===== src/rtl/soc_bus_pkg.sv =====
// Shared SoC bus definitions: default return-path sizing, slave channel
// indices and the round-robin pointer advance rule.
package soc_bus_pkg;

    localparam int SOC_CHANNELS   = 11;
    localparam int SOC_DATA_WIDTH = 32;

    localparam int CH_RAM        = 0;
    localparam int CH_IO         = 1;
    localparam int CH_UART       = 2;
    localparam int CH_RANDOM     = 3;
    localparam int CH_TIMER      = 4;
    localparam int CH_SDRAM      = 5;
    localparam int CH_SEQUENCER  = 6;
    localparam int CH_SAMPLE     = 7;
    localparam int CH_DACSPI     = 8;
    localparam int CH_SOUND      = 9;
    localparam int CH_SDCARDSPI  = 10;

    typedef logic [SOC_CHANNELS-1:0] chan_mask_t;

    // Pointer moves one past the winner so the winner becomes lowest priority.
    function automatic int rr_next(input int g, input int n);
        return (g >= n - 1) ? 0 : g + 1;
    endfunction

endpackage


===== src/rtl/rr_arbiter.sv =====
// Combinational round-robin arbiter: first set request at or above the
// pointer wins, otherwise the first set request below it.
module rr_arbiter #(
    parameter int CHANNELS = 11,
    parameter int ID_WIDTH = 4
) (
    input  logic [CHANNELS-1:0] i_req,
    input  logic [ID_WIDTH-1:0] i_ptr,
    output logic [CHANNELS-1:0] o_grant,
    output logic [ID_WIDTH-1:0] o_idx,
    output logic                o_any
);

    always_comb begin
        logic w_found;
        w_found = 1'b0;
        o_grant = '0;
        o_idx   = '0;
        // Two ascending passes give the wrapped search order without modulo.
        for (int i = 0; i < CHANNELS; i++) begin
            if (!w_found && i_req[i] && (i >= int'(i_ptr))) begin
                w_found    = 1'b1;
                o_grant[i] = 1'b1;
                o_idx      = ID_WIDTH'(i);
            end
        end
        for (int i = 0; i < CHANNELS; i++) begin
            if (!w_found && i_req[i] && (i < int'(i_ptr))) begin
                w_found    = 1'b1;
                o_grant[i] = 1'b1;
                o_idx      = ID_WIDTH'(i);
            end
        end
    end

    assign o_any = |i_req;

endmodule


===== src/rtl/read_return_arbiter.sv =====
// Registered read-data return arbiter: one-deep pending slot per slave
// channel, round-robin drain to the CPU, sticky overflow on dropped data.
module read_return_arbiter
    import soc_bus_pkg::*;
#(
    parameter int CHANNELS   = SOC_CHANNELS,
    parameter int DATA_WIDTH = SOC_DATA_WIDTH,
    parameter int ID_WIDTH   = (CHANNELS > 1) ? $clog2(CHANNELS) : 1
) (
    input  logic                           clk,
    input  logic                           reset_n,
    input  logic [CHANNELS-1:0]            slaveValid,
    input  logic [CHANNELS*DATA_WIDTH-1:0] slaveData,
    input  logic                           overflowClear,
    output logic                           readValid,
    output logic [DATA_WIDTH-1:0]          dataIn,
    output logic [ID_WIDTH-1:0]            sourceId,
    output logic                           pendingAny,
    output logic                           overflow,
    output logic [CHANNELS-1:0]            overflowMask
);

    logic [CHANNELS-1:0]   r_pend;
    logic [DATA_WIDTH-1:0] r_pend_data [CHANNELS];
    logic [ID_WIDTH-1:0]   r_ptr;

    logic [CHANNELS-1:0]   w_cand;
    logic [CHANNELS-1:0]   w_grant;
    logic [CHANNELS-1:0]   w_pend_nxt;
    logic [CHANNELS-1:0]   w_load;
    logic [CHANNELS-1:0]   w_drop;
    logic [ID_WIDTH-1:0]   w_idx;
    logic                  w_any;
    logic [DATA_WIDTH-1:0] w_gdata;

    assign w_cand = r_pend | slaveValid;

    rr_arbiter #(
        .CHANNELS (CHANNELS),
        .ID_WIDTH (ID_WIDTH)
    ) u_arb (
        .i_req   (w_cand),
        .i_ptr   (r_ptr),
        .o_grant (w_grant),
        .o_idx   (w_idx),
        .o_any   (w_any)
    );

    always_comb begin
        w_gdata    = '0;
        w_pend_nxt = '0;
        w_load     = '0;
        w_drop     = '0;
        for (int i = 0; i < CHANNELS; i++) begin
            if (w_grant[i]) begin
                w_gdata = w_gdata | (r_pend[i] ? r_pend_data[i]
                                               : slaveData[i*DATA_WIDTH +: DATA_WIDTH]);
            end
            // Slot loads on a reload after draining, or on a fresh capture.
            w_load[i]     = slaveValid[i] & (w_grant[i] == r_pend[i]);
            w_drop[i]     = slaveValid[i] & r_pend[i] & ~w_grant[i];
            w_pend_nxt[i] = w_grant[i] ? (r_pend[i] & slaveValid[i])
                                       : (r_pend[i] | slaveValid[i]);
        end
    end

    always_ff @(posedge clk or negedge reset_n) begin
        if (!reset_n) begin
            for (int i = 0; i < CHANNELS; i++) begin
                r_pend_data[i] <= '0;
            end
        end else begin
            for (int i = 0; i < CHANNELS; i++) begin
                if (w_load[i]) begin
                    r_pend_data[i] <= slaveData[i*DATA_WIDTH +: DATA_WIDTH];
                end
            end
        end
    end

    always_ff @(posedge clk or negedge reset_n) begin
        if (!reset_n) begin
            r_pend       <= '0;
            r_ptr        <= '0;
            readValid    <= 1'b0;
            dataIn       <= '0;
            sourceId     <= '0;
            pendingAny   <= 1'b0;
            overflow     <= 1'b0;
            overflowMask <= '0;
        end else begin
            r_pend     <= w_pend_nxt;
            readValid  <= w_any;
            dataIn     <= w_gdata;
            sourceId   <= w_idx;
            pendingAny <= |w_pend_nxt;
            if (w_any) begin
                r_ptr <= ID_WIDTH'(rr_next(int'(w_idx), CHANNELS));
            end
            // A drop coinciding with a clear still leaves the flag set.
            overflowMask <= (overflowClear ? '0 : overflowMask) | w_drop;
            overflow     <= (overflow & ~overflowClear) | (|w_drop);
        end
    end

endmodule


===== config.mk =====
export PLATFORM = sky130hd
export DESIGN_NAME = read_return_arbiter
export DESIGN_NICKNAME = d
export VERILOG_FILES = /design/src/rtl/soc_bus_pkg.sv /design/src/rtl/rr_arbiter.sv /design/src/rtl/read_return_arbiter.sv
export SDC_FILE = /design/constraint.sdc
export NUM_CORES = 1
export LEC_CHECK = 0
export ABC_AREA = 1
export BUFFER_PORTS_ARGS = -buffer_cell sky130_fd_sc_hd__clkbuf_2
export CORE_MARGIN = 8
export CORE_UTILIZATION = 45
export DETAILED_ROUTE_END_ITERATION = 16
export PLACE_DENSITY = 0.67
export SYNTH_ARGS = -nofsm -noshare
export SYNTH_HDL_FRONTEND = slang
export SYNTH_SLANG_ARGS = --single-unit

===== constraint.sdc =====
create_clock -name clk -period 6.3 [get_ports clk]
set_input_delay 0 -clock clk [delete_from_list [all_inputs] [get_ports clk]]
set_output_delay 0 -clock clk [all_outputs]
set_load 0.02 [all_outputs]

* Word level (Yosys, flattened, before mapping) *
Cells that the tools add are included.

cells by class
  add/sub/neg operators = 1
  reductions and logical operators = 67
  bitwise operators = 70
  multiplexer cells = 98
  div/mod/pow operators = 0
  shift-type cells = 0
  $lt $le $gt $ge = 23
  $mul = 0
  equal/unequal tests = 11

operators with widths
  cell                   count
  $mux W32               22
  $or A32 B32 Y32        10
  $mux W4                15
  $mux W1                54
  $logic_and A1 B1 Y1    43
  $and A1 B1 Y1          34
  $reduce_or A11 Y1      3
  $or A11 B11 Y11        2
  $logic_not A1 Y1       21
  $ge A3 B4 Y1 const A   4
  $lt A3 B4 Y1 const A   4
  $ge A4 B4 Y1 const A   3
  $lt A4 B4 Y1 const A   3
  $mux W3                4
  $not A1 Y1             12
  $or A1 B1 Y1           12
  $eq A1 B1 Y1           11
  $mux W11               1
  $ge A1 B4 Y1 const A   2
  $ge A2 B4 Y1 const A   2
  $lt A1 B4 Y1 const A   2
  $lt A2 B4 Y1 const A   2
  $add A4 B1 Y4 const B  1
  $ge A4 B4 Y1 const B   1
  $mux W2                2

word-level totals
  register bits after elaboration = 417
  bits in latches = 0
  word-level logic and storage cells = 289
  memories = 0
  RAM bits = 0
  ROM bits = 0

* Logic depth before layout (Yosys ltp) *
Gate-level depths: netlist (run 1).

  word-level depth = 91
  depth in mapped cells = 22
  depth with buffers taken out = 22

* Modules after synthesis *
Synthesis (run 1) repeated with hierarchy kept, for this count alone.

unflattened totals
  cells, all modules = 3,587
  area, all modules = 24,123.1 sq um

by module, submodules not included
  module               area an instance (sq um)  seq. area each (sq um)  instances  cells each
  read_return_arbiter  23,492.5                  10,435.0                1          3,464
  rr_arbiter           630.6                     0.0                     1          123

* Least setup slack after synthesis (run 1) *
No wires, ideal clock.

  path kind = reg-to-reg
  start = register r_pend[5]
  end = register r_ptr[1]
  setup slack = 3.383 ns
  cell stages (with the launch flop) = 19
  period minus slack after synthesis = 2.917 ns
  buffers on the path = 1
  arrival = 2.834 ns
  data required time = 6.217 ns
  library setup time = 0.083 ns
  path through = dfrtp_1 -> buf_2 -> nor2_8 -> inv_1 -> nand2_1 -> nand4_2 -> nor2_4 -> nand4_1 -> nor2_2 -> nand4_2 -> nor2_4 -> nand4_4 -> nor2_8 -> nand3_2 -> nand3_1 -> inv_1 -> ha_1 -> or2_2 -> o21ai_0

between the ends
  longest elaborated chain between the ends = 70
  elaborated cells on any way between the ends = 88
  classes of those cells = add/sub: 1; order compare: 1; mux: 34; bitwise: 1; reduce/logical: 51

RTL lines
  what                                                  line                       source
  start: declaration                                    read_return_arbiter.sv:23  logic [CHANNELS-1:0] r_pend;
  start signal: assignment                              read_return_arbiter.sv:92  r_pend <= w_pend_nxt;
  $or A11 B11 Y11 (*)                                   read_return_arbiter.sv:36  assign w_cand = r_pend | slaveValid;
  $logic_and A1 B1 Y1 (2 in series)                     rr_arbiter.sv:21           if (!w_found && i_req[i] && (i >= int'(i_ptr))) begin
  $mux W1                                               rr_arbiter.sv:21
  $logic_not A1 Y1                                      rr_arbiter.sv:21
  $logic_and A1 B1 Y1 (2 in series)                     rr_arbiter.sv:21
  $mux W1                                               rr_arbiter.sv:21
  $logic_not A1 Y1                                      rr_arbiter.sv:21
  $logic_and A1 B1 Y1 (2 in series)                     rr_arbiter.sv:21
  (+50 left out)                                        n/a
  $logic_and A1 B1 Y1 (2 in series)                     rr_arbiter.sv:28           if (!w_found && i_req[i] && (i < int'(i_ptr))) begin
  $mux W1                                               rr_arbiter.sv:28
  $logic_not A1 Y1                                      rr_arbiter.sv:28
  $logic_and A1 B1 Y1 (2 in series)                     rr_arbiter.sv:28
  $mux W4 (*)                                           rr_arbiter.sv:28
  via u_arb.o_idx[0]                                    rr_arbiter.sv:10           output logic [ID_WIDTH-1:0] o_idx,
  $add A4 B1 Y4 / $ge A4 B4 Y1 (equally long branches)  soc_bus_pkg.sv:24          return (g >= n - 1) ? 0 : g + 1;
  $mux W4 (*)                                           soc_bus_pkg.sv:24
  end signal: assignment                                read_return_arbiter.sv:98  r_ptr <= ID_WIDTH'(rr_next(int'(w_idx), CHANNELS));
  end: declaration                                      read_return_arbiter.sv:25  logic [ID_WIDTH-1:0] r_ptr;

Mark *: on every way through the listed nets, which the timed path passes. The rest lies on a longest branch.
A chain may end at the register's enable or synchronous reset.

* Final worst setup path (run 1) *
  start = register r_ptr[3]
  end = register dataIn[11]

between the ends
  longest elaborated chain between the ends = 88
  elaborated cells on any way between the ends = 149
  classes of those cells = order compare: 22; mux: 53; bitwise: 10; reduce/logical: 64

RTL lines
  what                               line                       source
  $ge A1 B4 Y1                       rr_arbiter.sv:21
  $logic_and A1 B1 Y1                rr_arbiter.sv:21
  $mux W1                            rr_arbiter.sv:21
  $logic_not A1 Y1                   rr_arbiter.sv:21
  $logic_and A1 B1 Y1 (2 in series)  rr_arbiter.sv:21
  $mux W1                            rr_arbiter.sv:21
  $logic_not A1 Y1                   rr_arbiter.sv:21
  $logic_and A1 B1 Y1 (2 in series)  rr_arbiter.sv:21
  (+69 left out)                     n/a
  $logic_not A1 Y1                   rr_arbiter.sv:28
  $logic_and A1 B1 Y1 (2 in series)  rr_arbiter.sv:28
  $mux W1                            rr_arbiter.sv:28
  $logic_not A1 Y1                   rr_arbiter.sv:28
  $logic_and A1 B1 Y1 (2 in series)  rr_arbiter.sv:28
  $mux W1                            rr_arbiter.sv:28
  $mux W32 (*)                       read_return_arbiter.sv:55  if (w_grant[i]) begin
  via w_gdata[11]                    read_return_arbiter.sv:34  logic [DATA_WIDTH-1:0] w_gdata;
  end signal: assignment             read_return_arbiter.sv:94  dataIn <= w_gdata;
  end: declaration                   read_return_arbiter.sv:16  output logic [DATA_WIDTH-1:0] dataIn,

Marks and branches as above.

==> reports/results.ini, run 1 <==
[outcome]
status=finished clean

[synth]
syn-cell-area_um2=22700
synth_area_leaders=dfrtp_1, nand2_1, o21ai_0
synth-xor-area-share=0
postSynthCellCount=3095
synth_top_area_frac=0.460
synth-simple-area-share=0.258
async_flop_share=1.00
synth-seq-cells=417
yosysUniqueCellTypes=35
synth-compound-area-share=0.180
synthMuxAreaShare=0
synth.net_count=3463
synth_top_area_cell=dfrtp_1
synth-seq-area-share=0.460
synth_top_family_by_area=simple AND/OR/NAND/NOR gates
syn_area_per_cell_um2=7.33
synth_flop_cell=dfrtp_1
yosys_warnings=0
synth_edf_count=0
synthAdderAreaFrac=0.00110

[placed_design]
port_buffers=415
dp_hpwl_mm=54.2
routabilityCongestion=0.892
post_dp_cell_area_um2=25100
dp_cells=4031

[worst_setup_path]
critPathMaxFanout=37
cp-end-kind=flop
start_kind=flop
slowest_stage=dlygate4sd3_1
path_delay_family=simple AND/OR/NAND/NOR gates
cpPeakStageDelay_ps=580
cp_num_buf_inv=2
crit_chain=nor2_2 > nand3_2 > nand2_2 > nor2_4 > nand4_2 > nor2_4 > nand4_1 > nor2_2 > nand2_1 > nor2_1 > nand2_1 > nand2_2 > nand2_1 > nand3_1 > nor2_1 > nand2_1 > nor2_1 > nand3_1 > dlygate4sd3_1 > nor2_1 > dlygate4sd3_1 > nand3_1
worstSetupPathType=reg2reg
crit_required_ps=6780
cp.arrival_ps=4960

[timing]
final-max-slew-violation-count=0
max_freq_mhz=223
finalCriticalPeriod_ps=4480
rsz0062_at_grt=no
finalSetupViolCount=0
finalHoldViolations=0
worstMarginPinSlew_ps=1180
min_period_over_period=0.711
relSlewSlack=0.212
final.setup.tns_ps=0
skew_ps=29.7

[cts]
ctsResizeCount=0
cts-root-buf=clkbuf_16
clock_latency_ps=600
ctsHoldBuffers=401
cts_setup_buffers=0
cts_tree=built
clkTransAtPathRegs_ps=70
cts_buffers=47
cts.htree.levels=2
clk_path_buf_depth=3
clkSinkCount=417

[die]
die_h_um=241
die_area_um2=57900
coreArea_um2=50000
die_x_um=241
fp-row-count=82
pin_count=416
start_util=0.454

[final_layout]
area_growth_pct=35.3
utilization=0.615
final-instance-count-excl-fill=4536
drive_above_1_share=0.166
fin_area_um2=30700
finalNetCount=4177

[power]
total_power_uw=12400
intPower_uw=7170
leakage_uw=0.0156
pwr-share-clk=0.227
powerDensity_nw_per_um2=405
p_sw_uw=5280
peakVddDrop_v=0.000271
p_seq_frac=0.345
swShare=0.424
pwr-share-comb=0.428

[detailed_routing]
drt_first_pass_iters=6
finalWirelength_mm=84.6
drc=0
wl_per_cell_um=18.6
drt_iter0_markers=2453
vias_per_cell=5.24
vias=23800
antenna_left=0

[global_route]
grt_pass1_wl_mm=130
grt_overflow=0
antenna_found_initial=12
grtUsageTotal=0.287
grt_pass1_vias=23300
grt_start_max_net_pins=137

[min_path]
min_path_type=in2async

[run]
drv_cap=0

-- cell usage after synthesis, types with 3 or more instances --
library cell / number
or2_2: 33
nand2_1: 925
o21ai_1: 62
inv_1: 384
clkbuf_1: 119
o21ai_2: 34
o21ai_0: 431
a21oi_1: 10
buf_6: 12
nand4_1: 43
dfrtp_1: 417
o211ai_1: 158
nor2_1: 232
nand3_2: 8
nand2_2: 9
nand3_4: 3
buf_2: 36
a21boi_0: 6
nand3_1: 127
inv_2: 5
nor2_4: 3
buf_1: 10
buf_4: 6
nor2_2: 3
-- sequential cells by signal, indices dropped and copies added, names as in the netlist --
register / cells
overflow: 1
pendingAny: 1
dataIn: 32
r_pend: 11
readValid: 1
r_ptr: 4
r_pend_data: 352
overflowMask: 11
sourceId: 4
-- routing by layer --
layer	track usage	vias to the layer above	wire, um
met3	0.0474	313	5200
li1	-	11400	-
met1	0.360	11000	34200
met4	0.158	0	5100
met2	0.472	1058	40000
met5	0	-	0
-- cell type report --
class	count	area [um^2]
diodes	17	42.5
clock buffers	72	1390
clock inverters	15	169
fillers	4239	19300
inverters	391	1470
multi-input cells	2104	9990
flip-flops and latches	417	10400
well taps	672	841
repair buffers	848	6370
-- kinds of logic after synthesis --
group	after synthesis
buf+inv	574
fa+ha+maj	2
flops	417
simple gates	1398
compound gates	704
-- cell usage in the layout (no fill, tap or decap), types with 3 or more instances in the layout --
cell type      netlist  routed
a21boi_0             6       6
a21oi_1             10      10
buf_4                6      30
bufinv_16            0       3
clkbuf_1           119      14
clkbuf_16            0      48
clkbuf_2             0     414
clkbuf_8             0      10
clkinv_2             0       9
dfrtp_1            417     414
dfrtp_2              0       3
diode_2              0      17
dlygate4sd3_1        0     401
inv_1              384     380
inv_2                5       9
nand2_1            925     925
nand2_2              9       9
nand3_1            127     126
nand3_2              8       9
nand3_4              3       3
nand4_1             43      43
nor2_1             232     231
nor2_2               3       4
nor2_4               3       3
o211ai_1           158     158
o21ai_0            431     431
o21ai_1             62      59
o21ai_2             34      33
o21ai_4              0       4
or2_2               33      33
-- path summary, 6_finish.rpt --
check	slack (ps)	cells after the start	endpoint	start
worst max-delay path	1820	22	dataIn[11]$_DFF_PN0_	r_ptr[3]$_DFFE_PN0P_
worst min-delay path	90	2	r_pend_data[304]$_DFFE_PN0P_	reset_n
worst max register to register	1820	22	dataIn[11]$_DFF_PN0_	r_ptr[3]$_DFFE_PN0P_
worst min register to register	470	2	r_pend_data[25]$_DFFE_PN0P_	r_pend_data[25]$_DFFE_PN0P_
max in group asynchronous	4850	3	r_pend_data[72]$_DFFE_PN0P_	reset_n
min in group clk	170	6	overflowMask[10]$_DFF_PN0_	slaveValid[10]
-- power by group through the flow --
stage	registers [uW]	clock network [uW]	logic, uW
floorplan	4310	0	3250
global placement	4290	0	4990
finish	4300	2820	5330
global route	4400	2970	6010
CTS	4270	2860	5310
detailed placement	4290	0	5070
-- through the flow --
step	hold WS, ps	setup WS (ps)
after detailed placement	128	2310
final	85.4	1820
after CTS	108	1800
after global routing	167	1440
after global placement	126	2380
after floorplan	-296	3380
Power figures use the tool's default switching activity.
==> inputs of run 2 (changes only) <==
==> constraint.sdc (replaced) <==
create_clock -name clk -period 4.52 [get_ports clk]
set_input_delay 0 -clock clk [delete_from_list [all_inputs] [get_ports clk]]
set_output_delay 0 -clock clk [all_outputs]
set_load 0.02 [all_outputs]
==> run 2 against run 1 <==
Net effect: cell count shrank 0.77%; critical path depth stayed put; die area did not move; wire length decreased by 1.9%; largest cell class unchanged; register-to-register slack worse by 1200 ps; clock-buffer cell count grew 6; maximum frequency increased by 15%.
==> reports/results.ini, run 2 (synthesis gave the netlist of run 1 again) <==
[outcome]
status=finished clean

[min_path]
whs_path_depth=7
min_from=slaveValid[10]
min_path_type=in2reg
holdPathEnd=r_pend[10]$_DFF_PN0_

[placed_design]
dp_hpwl_mm=53.6  ; -1.1%
post_dp_cell_area_um2=25200  ; +0.29%
port_buffers=415  ; unchanged
routabilityCongestion=0.905  ; +1.5%

[timing]
relSlewSlack=0.213  ; +0.000392
max_freq_mhz=257  ; +15%
fin_hold_ws_ps=51.7  ; -33.7 ps
rsz0062_at_grt=no
skew_ps=20.7  ; -8.98 ps
finalHoldViolations=0  ; unchanged
finalCriticalPeriod_ps=3900  ; -583 ps
final.setup.tns_ps=0  ; unchanged
final-max-slew-violation-count=0  ; unchanged
finalSetupViolCount=0  ; unchanged
worstMarginPinSlew_ps=1180  ; -0.586 ps
min_period_over_period=0.862  ; +0.151

[final_layout]
top_register=r_pend_data
largest_reg_flops=352  ; unchanged
fillers=4248  ; +0.21%
utilization=0.610  ; -0.00478
fin_area_um2=30500  ; -0.78%
drive_above_1_share=0.168  ; +0.00261
final_cell_mix=nand2_1, o21ai_0, dfrtp_1, clkbuf_2, inv_1
final_common_cell=nand2_1
finalNetCount=4154  ; -0.55%
area_growth_pct=34.3
top_regs=r_pend_data (352), dataIn (32)

[die]
die_area_um2=57900  ; unchanged
die_h_um=241  ; unchanged
pin_count=416  ; unchanged
fp-row-count=82  ; unchanged
start_util=0.454  ; unchanged
coreArea_um2=50000  ; unchanged
die_x_um=241  ; unchanged

[detailed_routing]
drt_first_pass_iters=6  ; unchanged
drc=0  ; unchanged
wl_per_cell_um=18.4  ; -1.1%
drt_iter0_markers=2084  ; -15%
vias=23600  ; -0.66%
vias_per_cell=5.24  ; +0.11%
finalWirelength_mm=82.9  ; -1.9%
antenna_left=0  ; unchanged

[worst_setup_path]
r2r-start=r_pend[1]$_DFF_PN0_
rr_endpoint=dataIn[15]$_DFF_PN0_
cp.arrival_ps=4420  ; -540 ps
critPathMaxFanout=21  ; -43%
crit_start=r_pend[1]$_DFF_PN0_
crit_required_ps=5050  ; -1730 ps
rrSetupSlack_ps=620  ; -1200 ps
worstSetupPathType=reg2reg
start_kind=flop
cp-end-kind=flop
reg2reg_depth=22  ; unchanged

[cts]
clock_latency_ps=590  ; about the same
cts-root-buf=clkbuf_16
cts.htree.levels=2  ; unchanged
clk_path_buf_depth=3  ; unchanged
clkSinkCount=417  ; unchanged
cts_buffers=49  ; +4.3%
clkTransAtPathRegs_ps=60  ; about the same
ctsResizeCount=0  ; unchanged
cts_tree=built

[power]
peakVddDrop_v=0.000391  ; +44%
leakage_uw=0.0156  ; about the same
powerDensity_nw_per_um2=575  ; +42%

[run]
drv_cap=0  ; unchanged

[global_route]
grtUsageTotal=0.281  ; -0.00617
grt_pass1_wl_mm=128  ; -1.5%
antenna_found_initial=5  ; -7
grt_overflow=0  ; unchanged
grt_pass1_vias=23200  ; -0.73%
grt_start_max_net_pins=116  ; -15%

## run 2: cell count changes in the layout (fill, tap and decap cells not counted), moves of 3 or more
cell           before  now
buf_4              30   37
clkbuf_1           14   17
clkbuf_16          48   51
clkinv_2            9    6
diode_2            17    6
dlygate4sd3_1     401  368
## run 2: cell type report
type / count / area, um^2 / share of cell area
Inverter: 391 / 1470 / 0.0482
Multi-Input combinational cell: 2104 / 9990 / 0.328
Tap cell: 672 / 841 / 0.0276
Antenna cell: 6 / 15.0 / 0.000493
Clock inverter: 10 / 129 / 0.00423
Timing Repair Buffer: 823 / 6110 / 0.200
Sequential cell: 417 / 10400 / 0.343
Clock buffer: 78 / 1480 / 0.0485
## run 2: how the worst max path moves through the flow
stage | endpoint | slack (ps) | depth (start not counted)
CTS | dataIn[15]$_DFF_PN0_ | 620 | 22
global placement | r_pend_data[79]$_DFFE_PN0P_ | 710 | 21
global route | dataIn[15]$_DFF_PN0_ | 310 | 20
detailed placement | r_pend_data[79]$_DFFE_PN0P_ | 690 | 19
floorplan | r_ptr[1]$_DFFE_PN0P_ | 1600 | 18
finish | dataIn[15]$_DFF_PN0_ | 620 | 22
## run 2: per-layer routing
metal / part of all wire / vias to the layer above / routed length, um / GRT usage
li1: - / 11300 / - / -
met1: 0.40 / 10900 / 32900 / 0.353
met2: 0.48 / 1111 / 39700 / 0.462
met3: 0.065 / 301 / 5410 / 0.0408
met4: 0.060 / 0 / 4940 / 0.160
met5: 0 / - / 0 / 0
## run 2: what timing repair did
item                      in CTS  in global routing
hold buffers                 368                  0
hold endpoints to repair     522                  0
setup buffers                  0                  0
## run 2: critical path: stages, from the launching register on
cell and delay (ps):
dfrtp_2 400, inv_2 90, nand2_1 150, nand3_2 150
nand2_2 80, nor2_4 120, nand4_2 120, nor2_4 130
nand2_1 70, nor2_1 160, nand3_1 200, o21ai_2 160
buf_4 250, buf_4 370, o211ai_1 180, nand3_1 170
nor2_1 50, nand2_1 70, nor2_1 50, nand3_1 130
nor2_1 70, nand3_1 70, dlygate4sd3_1 560
## run 2: metrics by stage
stage | setup WS (ps) | std cells | total power (uW)
final | 624 | 4501 | 17500
after global routing | 308 | 4500 | 18800
after CTS | 621 | 4495 | 17500
after detailed placement | 686 | 4039 | 13100
after global placement | 710 | 4039 | 13000
after floorplan | 1600 | 3095 | 10500
## run 2: power breakdown
part	total [uW]	leakage, uW	switching [uW]	internal, uW
sequential	5950	0.00516	741	5210
clock	4020	0.000791	1620	2400
combinational	7560	0.00967	5070	2500
total	17500	0.0156	7420	10100
